File: src/rtl/conv_window_engine.sv
`default_nettype none
// ----------------------------------------------------------------------------
// conv_window_engine : streaming K_H x K_W sliding-window convolution with
//                      per-channel ReLU / shift / saturation requantisation.
// Revision 1.0
// ----------------------------------------------------------------------------
module conv_window_engine #(
  parameter  int K_H    = 3,
  parameter  int K_W    = 3,
  parameter  int NUM_CH = 10,
  parameter  int IMG_W  = 15,
  parameter  int ACC_W  = 24,
  localparam int NW     = NUM_CH * K_H * K_W,
  localparam int AW     = (NW > 1) ? $clog2(NW) : 1,
  localparam int CHW    = (NUM_CH > 1) ? $clog2(NUM_CH) : 1,
  localparam int OCW    = (IMG_W > 1) ? $clog2(IMG_W) : 1
) (
  input  logic             clk,
  input  logic             rst,
  input  logic             cfg_relu,
  input  logic [4:0]       cfg_shift,
  input  logic             w_we,
  input  logic [AW-1:0]    w_addr,
  input  logic [7:0]       w_data,
  input  logic             row_start,
  input  logic             in_valid,
  output logic             in_ready,
  input  logic [8*K_H-1:0] in_col,
  output logic             out_valid,
  input  logic             out_ready,
  output logic [7:0]       out_data,
  output logic [CHW-1:0]   out_ch,
  output logic [OCW-1:0]   out_col,
  output logic             out_last,
  output logic             busy
);

  localparam int CNTW = $clog2(IMG_W + 1);
  localparam int JW   = (K_W > 1) ? $clog2(K_W) : 1;
  localparam int KK   = K_H * K_W;

  localparam logic [1:0] S_IDLE = 2'd0;
  localparam logic [1:0] S_MAC  = 2'd1;
  localparam logic [1:0] S_OUT  = 2'd2;

  logic [1:0]              r_state;
  logic [8*K_H-1:0]        r_win [K_W];
  logic signed [7:0]       r_wgt [NW];
  logic [CNTW-1:0]         r_col_cnt;
  logic [CHW-1:0]          r_ch;
  logic [JW-1:0]           r_j;
  logic signed [ACC_W-1:0] r_acc;
  logic                    r_relu;
  logic [4:0]              r_shift;
  logic [7:0]              r_out_data;
  logic [CHW-1:0]          r_out_ch;
  logic [OCW-1:0]          r_out_col;
  logic                    r_out_last;

  logic [CNTW-1:0]         w_cnt_inc;
  logic                    w_win_full;
  logic [AW-1:0]           w_base;
  logic [7:0]              w_pix;
  logic signed [16:0]      w_prod;
  logic signed [ACC_W-1:0] w_sum;
  logic signed [ACC_W-1:0] w_acc_next;
  logic signed [ACC_W-1:0] w_pos;
  logic signed [ACC_W-1:0] w_shd;
  logic [7:0]              w_q;
  logic                    w_last_ch;

  // A row_start arriving with a beat clears first, so the beat is column 1.
  assign w_cnt_inc  = (row_start ? '0 : r_col_cnt) + CNTW'(1);
  assign w_win_full = (int'(w_cnt_inc) >= K_W);
  assign w_base     = AW'(int'(r_ch) * KK + int'(r_j) * K_H);
  assign w_last_ch  = (int'(r_ch) == NUM_CH - 1);

  // One window column per MAC cycle: K_H unsigned-pixel x signed-weight taps.
  always_comb begin
    w_sum  = '0;
    w_pix  = '0;
    w_prod = '0;
    for (int r = 0; r < K_H; r++) begin
      w_pix  = r_win[r_j][8*r +: 8];
      w_prod = $signed({1'b0, w_pix}) * r_wgt[w_base + AW'(r)];
      w_sum  = w_sum + ACC_W'(w_prod);
    end
  end

  assign w_acc_next = r_acc + w_sum;

  always_comb begin
    w_pos = (r_relu && w_acc_next[ACC_W-1]) ? '0 : w_acc_next;
    w_shd = w_pos >>> r_shift;
    if (r_relu) begin
      w_q = (w_shd > 255) ? 8'hFF : w_shd[7:0];
    end else if (w_shd > 127) begin
      w_q = 8'h7F;
    end else if (w_shd < -128) begin
      w_q = 8'h80;
    end else begin
      w_q = w_shd[7:0];
    end
  end

  always_ff @(posedge clk) begin
    if (rst) begin
      r_state    <= S_IDLE;
      r_col_cnt  <= '0;
      r_ch       <= '0;
      r_j        <= '0;
      r_acc      <= '0;
      r_relu     <= 1'b0;
      r_shift    <= '0;
      r_out_data <= '0;
      r_out_ch   <= '0;
      r_out_col  <= '0;
      r_out_last <= 1'b0;
      for (int k = 0; k < K_W; k++) r_win[k] <= '0;
      for (int k = 0; k < NW; k++)  r_wgt[k] <= '0;
    end else begin
      case (r_state)
        S_IDLE: begin
          if (w_we && (int'(w_addr) < NW)) r_wgt[w_addr] <= w_data;
          if (in_valid) begin
            for (int k = 0; k < K_W - 1; k++) r_win[k] <= r_win[k+1];
            r_win[K_W-1] <= in_col;
            r_col_cnt    <= w_cnt_inc;
            if (w_win_full) begin
              r_state <= S_MAC;
              r_ch    <= '0;
              r_j     <= '0;
              r_acc   <= '0;
              r_relu  <= cfg_relu;
              r_shift <= cfg_shift;
            end
          end else if (row_start) begin
            r_col_cnt <= '0;
          end
        end
        S_MAC: begin
          r_acc <= w_acc_next;
          if (int'(r_j) == K_W - 1) begin
            r_out_data <= w_q;
            r_out_ch   <= r_ch;
            r_out_col  <= OCW'(r_col_cnt - CNTW'(K_W));
            r_out_last <= w_last_ch && (int'(r_col_cnt) == IMG_W);
            r_state    <= S_OUT;
          end else begin
            r_j <= r_j + JW'(1);
          end
        end
        S_OUT: begin
          if (out_ready) begin
            if (!w_last_ch) begin
              r_ch    <= r_ch + CHW'(1);
              r_j     <= '0;
              r_acc   <= '0;
              r_state <= S_MAC;
            end else begin
              r_state <= S_IDLE;
              if (int'(r_col_cnt) == IMG_W) r_col_cnt <= '0;
            end
          end
        end
        default: r_state <= S_IDLE;
      endcase
    end
  end

  assign in_ready  = (r_state == S_IDLE);
  assign out_valid = (r_state == S_OUT);
  assign busy      = (r_state != S_IDLE);
  assign out_data  = r_out_data;
  assign out_ch    = r_out_ch;
  assign out_col   = r_out_col;
  assign out_last  = r_out_last;

endmodule
`default_nettype wire

File: config.mk
export PLATFORM = sky130hd
export DESIGN_NAME = conv_window_engine
export DESIGN_NICKNAME = d
export VERILOG_FILES = /design/src/rtl/conv_window_engine.sv
export SDC_FILE = /design/constraint.sdc
export NUM_CORES = 2
export LEC_CHECK = 0
export ABC_AREA = 1
export ABC_CLOCK_PERIOD_IN_PS = 12600
export BUFFER_PORTS_ARGS = -buffer_cell sky130_fd_sc_hd__buf_2
export CAP_MARGIN = 10
export CORE_ASPECT_RATIO = 1.4
export CORE_MARGIN = 4
export CORE_UTILIZATION = 45
export CTS_CLUSTER_DIAMETER = 50
export DETAILED_ROUTE_END_ITERATION = 16
export HOLD_SLACK_MARGIN = 0.1
export PLACE_DENSITY = 0.64
export SLEW_MARGIN = 20
export SYNTH_ARGS = -nofsm -noshare
export SYNTH_HDL_FRONTEND = slang
export SYNTH_SLANG_ARGS = --single-unit
File: constraint.sdc
create_clock -name clk -period 12.6 [get_ports clk]
set_input_delay 1.89 -clock clk [delete_from_list [all_inputs] [get_ports clk]]
set_output_delay 1.89 -clock clk [all_outputs]
set_load 0.05 [all_outputs]
# ---- Word level (Yosys, flattened, before mapping)
# Memories as Yosys holds them, arrays and structs flattened. A register that Yosys moved wholly into a read port is not among the register bits.
# Cells that the tools add are included.
dict set report totals {
  out_inout_bits 20
  mem_bits_rw 792
  ff_bits 59
  in_bits 51
  mem_count 2
  elab_cells 116
}
# memory words word_bits rd rd_ports_with_merged_regs wr line
set mem_list {}
lappend mem_list {r_wgt 90 8 3 0 90 48} ;# logic signed [7:0] r_wgt [NW];
lappend mem_list {r_win 3 24 3 1 3 47} ;# logic [8*K_H-1:0] r_win [K_W];
dict set report op_classes {
  shifts 1
  n_bitwise 3
  muxes 51
  order_cmp 5
  eq_ne 13
  addsub 10
  mul 5
  reduce_logical 15
}
# operator count
set op_table {}
lappend op_table {{2-to-1 mux 24 bit} 8}
lappend op_table {{one-hot mux 24 bit (3 select lines)} 1}
lappend op_table {{multiplier 9 x 8 -> 17 bit} 3}
lappend op_table {{2-to-1 mux 8 bit} 5}
lappend op_table {{2-to-1 mux 4 bit} 9}
lappend op_table {{adder 24 x 19 -> 24 bit} 1}
lappend op_table {{> comparator 24 x 8 -> 1 bit (second input constant)} 1}
lappend op_table {{> comparator 24 x 9 -> 1 bit (second input constant)} 1}
lappend op_table {{< comparator 24 x 8 -> 1 bit (second input constant)} 1}
lappend op_table {{>>> shifter 24 x 5 -> 24 bit} 1}
lappend op_table {{2-to-1 mux 2 bit} 11}
lappend op_table {{adder 18 x 17 -> 19 bit} 1}
lappend op_table {{adder 17 x 17 -> 18 bit} 1}
lappend op_table {{one-hot mux 4 bit (2 select lines)} 2}
lappend op_table {{2-to-1 mux 1 bit} 12}
lappend op_table {{one-hot mux 2 bit (3 select lines)} 2}
lappend op_table {{AND reduction 5 bit} 2}
lappend op_table {{adder 4 x 1 -> 4 bit (second input constant)} 2}
lappend op_table {{!= test 2 x 1 -> 1 bit (second input constant)} 4}
lappend op_table {{!= test 2 bit (second input constant)} 4}
lappend op_table {{AND reduction 4 bit} 2}
lappend op_table {{OR reduction 8 bit} 1}
lappend op_table {{adder 7 x 1 -> 7 bit (second input constant)} 1}
lappend op_table {{adder 7 x 2 -> 7 bit (second input constant)} 1}
lappend op_table {{20 further kinds} 26}

# ---- Longest topological paths before layout
# An unclocked memory read counts as a cell.
dict set report logic_depth {
  word_depth 15
  mapped_depth 62
  depth_no_buf 60
}

# ---- Least setup slack after synthesis
# Ideal clock, no wire load.
dict set report synth_path {
  kind {flip-flop to flip-flop}
  from {register r_j[0]}
  to {register r_out_data[1], in the netlist out_data[1]}
  t_arrival_ps 9655
  required_ps 12462
  period_less_slack_ps 9792
  setup_ps 138
  path_slack_ps 2808
  n_path_buf 4
  stages_incl_launch_ff 53
  path_cell_list {dfxtp_1 -> inv_1 -> ha_1 -> inv_1 -> ha_1 -> ha_1 -> ha_1 -> inv_1 -> fa_1 -> xnor2_2 -> clkbuf_1 -> clkbuf_1 -> clkbuf_1 -> nor2_1 -> o311ai_0 -> nand2_1 -> inv_1 -> nand2_1 -> [... 17 more ...] -> nand2_2 -> nand4_1 -> nand3_4 -> buf_6 -> nand3_1 -> nand2_1 -> o21ai_2 -> nand2_1 -> nand3_1 -> nand2_1 -> nor2_1 -> nand2_1 -> nor2_1 -> nand3_2 -> a21oi_4 -> nand2_1 -> nand2_1 -> a21oi_2}
}
dict set report synth_via {
  elab_chain_len 15
  word_cells_on_any_way 23
  classes_between {add/sub (6); mul (4); order compare (3); eq/ne (1); shift (1); mux (5); reduce/logical (2); memory (1)}
}
# item line
set synth_rtl {}
lappend synth_rtl {{start: declaration} 51} ;# logic [JW-1:0] r_j;
lappend synth_rtl {{start signal: assignment} 150} ;# r_j <= r_j + JW'(1);
lappend synth_rtl {{multiplier 2 x 2 -> 4 bit} 75} ;# assign w_base = AW'(int'(r_ch) * KK + int'(r_j) * K_H);
lappend synth_rtl {{adder 7 x 4 -> 7 bit} 75}
lappend synth_rtl {{adder 7 x 1 -> 7 bit} 85} ;# w_prod = $signed({1'b0, w_pix}) * r_wgt[w_base + AW'(r)];
lappend synth_rtl {{memory read (90 x 8 bit)} n/a}
lappend synth_rtl {{multiplier 9 x 8 -> 17 bit} 85}
lappend synth_rtl {{adder 17 x 17 -> 18 bit} 86} ;# w_sum = w_sum + ACC_W'(w_prod);
lappend synth_rtl {{adder 18 x 17 -> 19 bit} 86}
lappend synth_rtl {{adder 24 x 19 -> 24 bit} 90} ;# assign w_acc_next = r_acc + w_sum;
lappend synth_rtl {{logical AND 1 bit} 93} ;# w_pos = (r_relu && w_acc_next[ACC_W-1]) ? '0 : w_acc_next;
lappend synth_rtl {{2-to-1 mux 24 bit} 93}
lappend synth_rtl {{>>> shifter 24 x 5 -> 24 bit} 94} ;# w_shd = w_pos >>> r_shift;
lappend synth_rtl {{< comparator 24 x 8 -> 1 bit} 99} ;# end else if (w_shd < -128) begin
lappend synth_rtl {{2-to-1 mux 8 bit} 99}
lappend synth_rtl {{2-to-1 mux 8 bit} 97} ;# end else if (w_shd > 127) begin
lappend synth_rtl {{2-to-1 mux 8 bit} 95} ;# if (r_relu) begin
lappend synth_rtl {{end signal: assignment} 144} ;# r_out_data <= w_q;
lappend synth_rtl {{end: declaration} 55} ;# logic [7:0] r_out_data;
# Parallel ways exist; a longest one is shown, timed or not.
# A chain may end at the register's enable or synchronous reset.

# ---- Worst setup path after layout
dict set report layout_path {
  from {register r_j[0]}
  to {register r_out_data[2], in the netlist out_data[2]}
}
# Same word-level chain as after synthesis.

==> results.sh <==
export IMPL_portBuffers=70
export IMPL_hp_start="r_acc[1]$_SDFFE_PP0P_"
export IMPL_hold_viol=0
export IMPL_start_util_pct=45.41
export IMPL_clockBufferDepth=3
export IMPL_cp_arrival_ps=12770
export IMPL_synth_top_family_by_area="simple AND/OR/NAND/NOR gates"
export IMPL_fin_skew_ps=28.96
export IMPL_die_width_microns=354.5
export IMPL_syn2layout_area_growth_pct=11.96
export IMPL_route_detailed_drc=0
export IMPL_worstHoldPathType="reg -> reg"
export IMPL_antenna_found_initial=13
export IMPL_finalCriticalPeriod_ps=12060
export IMPL_nFillCells=15810
export IMPL_ys_top_cells_by_area="edfxtp_1 44%, nand2_1 11%, o21ai_0 6.4%"
export IMPL_synth_compound_area_share_pct=17.98
export IMPL_layout_commonest_cell="nand2_1"
export IMPL_gp_congestion=1.029
export IMPL_grt_util_all_layers_pct=31.95
export IMPL_synth_main_ff_cell="edfxtp_1"
export IMPL_synth_xor_area_share_pct=0.3209
export IMPL_synth_distinct_cells=68
export IMPL_critPathLaunchType="flop"
export IMPL_cts_root_buf="clkbuf_16"
export IMPL_slowest_stage="fa_4"
export IMPL_synth_seq_cells=1157
export IMPL_clock_latency_ps=800
export IMPL_seq_area_sq_mm=0.03413
export IMPL_first_pass_iters=9
export IMPL_setup_violations_final=0
export IMPL_synth_simple_area_share_pct=20.10
export IMPL_cp_required_ps=13310
export IMPL_synthArstFlopShare_pct=0
export IMPL_drive_above_1_share_pct=6.814
export IMPL_rows=177
export IMPL_nets=9903
export IMPL_synthCells=9403
export IMPL_timing_final_crit_share_pct=95.70
export IMPL_grt_overflow_total=0
export IMPL_viasPerCell=5.905
export IMPL_post_drt_wl_per_cell_microns=24.30
export IMPL_dieArea_sq_mm=0.1748
export IMPL_slew_headroom_pct=25.58
export IMPL_end_kind="flop"
export IMPL_synth_fa_ha_area_share_pct=7.633
export IMPL_setup_ws_ps=541.5
export IMPL_cts_tree="done"
export IMPL_grt_pass1_vias=66750
export IMPL_ioPinCount=71
export IMPL_synth_area_sq_mm=0.07563
export IMPL_cts_sinks=1157
export IMPL_core_area_sq_mm=0.1665
export IMPL_worstMarginPinSlew_ps=1116
export IMPL_netlist_area_leader_share_pct=43.52
export IMPL_critical_path_class="reg -> reg"
export IMPL_setup_tns_ps=0
export IMPL_r2r_start="r_j[0]$_SDFFE_PP0P_"
export IMPL_path_clk_slew_ps=60
export IMPL_multi_input_area_sq_mm=0.03672
export IMPL_wirelength_microns=288100
export IMPL_report_final_slew_viol_count=0
export IMPL_maxCapViolCount=0
export IMPL_crit_path_max_fanout=34
export IMPL_grt_max_degree=179
export IMPL_max_freq_mhz=82.93
export IMPL_num_vias=70000
export IMPL_slowest_delay_ps=980
export IMPL_die_y_microns=493.1
export IMPL_final_cell_mix="2,131 x nand2_1, 1,149 x nor2_1, 1,096 x edfxtp_1"
export IMPL_hpwlAfterDp_microns=200400
export IMPL_cts_buffers=138
export IMPL_drt_iter0_markers=8955
export IMPL_critPathLaunch="r_j[0]$_SDFFE_PP0P_"
export IMPL_rsz0062_at_grt="false"
export IMPL_synth_mux_area_share_pct=0.5956
export IMPL_ys_seq_area_share_pct=45.13
export IMPL_ant_nets=0
export IMPL_status="complete, no violations"
export IMPL_ys_warnings_count=0
export IMPL_h_tree_depth=4
export IMPL_grt_first_pass_wirelength_microns=420300
export IMPL_pre_cts_ws_ps=169.1
export IMPL_yosysTopAreaCell="edfxtp_1"
export IMPL_avgSynthCellArea_sq_um=8.043
export IMPL_synth_edf_count=1096
-- worst max-delay path, delay by kind of cell (launching register included) --
| family | cells | cell delay (ps) |
|---|---|---|
| AO/OA/AOI/OAI | 11 | 2770 |
| XOR/XNOR | 1 | 150 |
| adder cells (fa/ha/maj) | 13 | 5590 |
| buffers and inverters | 12 | 1690 |
| flip-flops | 1 | 390 |
| AND/OR/NAND/NOR | 13 | 1320 |
-- cell usage after synthesis (all sizes together), types with 3 or more instances --
cell	instances
o211ai	197
mux2i	45
o31ai	16
nor4	9
buf	231
a311oi	20
o311ai	54
a22o	5
a31oi	50
dfxtp	61
a211oi	29
edfxtp	1096
nor3	27
and3	3
xor2	17
ha	159
nand2	2146
a221o	9
nand3	456
fa	189
o21a	3
o32ai	3
a32o	41
or3	3
inv	939
xnor2	9
a21oi	848
clkinv	7
or2	5
a221oi	79
o22ai	10
a311o	3
nor2	1159
o221ai	21
clkbuf	446
o311a	3
o21ai	970
nand4	9
and2	13
-- flip-flops by register name, summed over array words and instances, names as in the netlist, named ones only --
signal and count:
out_ch 4, out_col 4, out_data 8, out_last 1
r_acc 24, r_ch 4, r_col_cnt 4, r_j 2
r_relu 1, r_shift 5, r_state 2, r_wgt 1024
r_win 72
-- logic make-up after synthesis --
| family | after synthesis |
|---|---|
| and+or+nand+nor | 3833 |
| AOI/OAI and AO/OA | 2370 |
| buffers and inverters | 1623 |
| DFF | 1157 |
| adders and majority gates | 348 |
| muxes | 45 |
| xor gates and xnor gates | 26 |
| other | 1 |
-- repair_timing --
item,CTS,global route
setup buffers,0,1
resized for setup,0,22
hold buffers,0,0
endpoints found under the setup margin,0,8
-- area by class of cell --
class,instances,area share [%]
Tap cell,2237,3.305
Inverter,946,4.247
Multi-Input combinational cell,6926,43.36
Timing Repair Buffer,335,3.372
Clock inverter,84,1.018
Clock buffer,164,4.369
Sequential cell,1157,40.31
Antenna cell,5,0.01478
-- metal layers --
| layer | global-route usage (%) | vias to the layer above | part of all wire (%) |
|---|---|---|---|
| met4 | 25.85 | 8 | 9.5 |
| met5 | 0 | - | 0.019 |
| met1 | 36.45 | 33230 | 35 |
| met3 | 4.881 | 1068 | 8.4 |
| li1 | - | 31790 | - |
| met2 | 53.33 | 3903 | 47 |
-- per-stage QoR --
stage	util, %	cell area, sq um	hold WS (ps)	cells
2_1_floorplan	-	76770	440.2	9706
3_3_place_gp	48.01	79960	452.7	11600
3_5_place_dp	48.01	79960	456.6	11600
4_1_cts	50.75	84520	466.1	11850
5_1_grt	50.84	84670	487.9	11850
6_report	50.84	84680	467.0	11850
-- final timing paths --
path / end / slack, ps / cells past startpoint
worst max-delay path: out_data[2]$_SDFFE_PP0P_ / 540 / 50
worst min-delay path: r_acc[1]$_SDFFE_PP0P_ / 470 / 2
worst max register to register: out_data[2]$_SDFFE_PP0P_ / 540 / 50
worst min register to register: r_acc[1]$_SDFFE_PP0P_ / 470 / 2
Power is left out: the tool's default activity adds up to more than one toggle a clock period on the data nets, which glitch-free logic cannot reach.
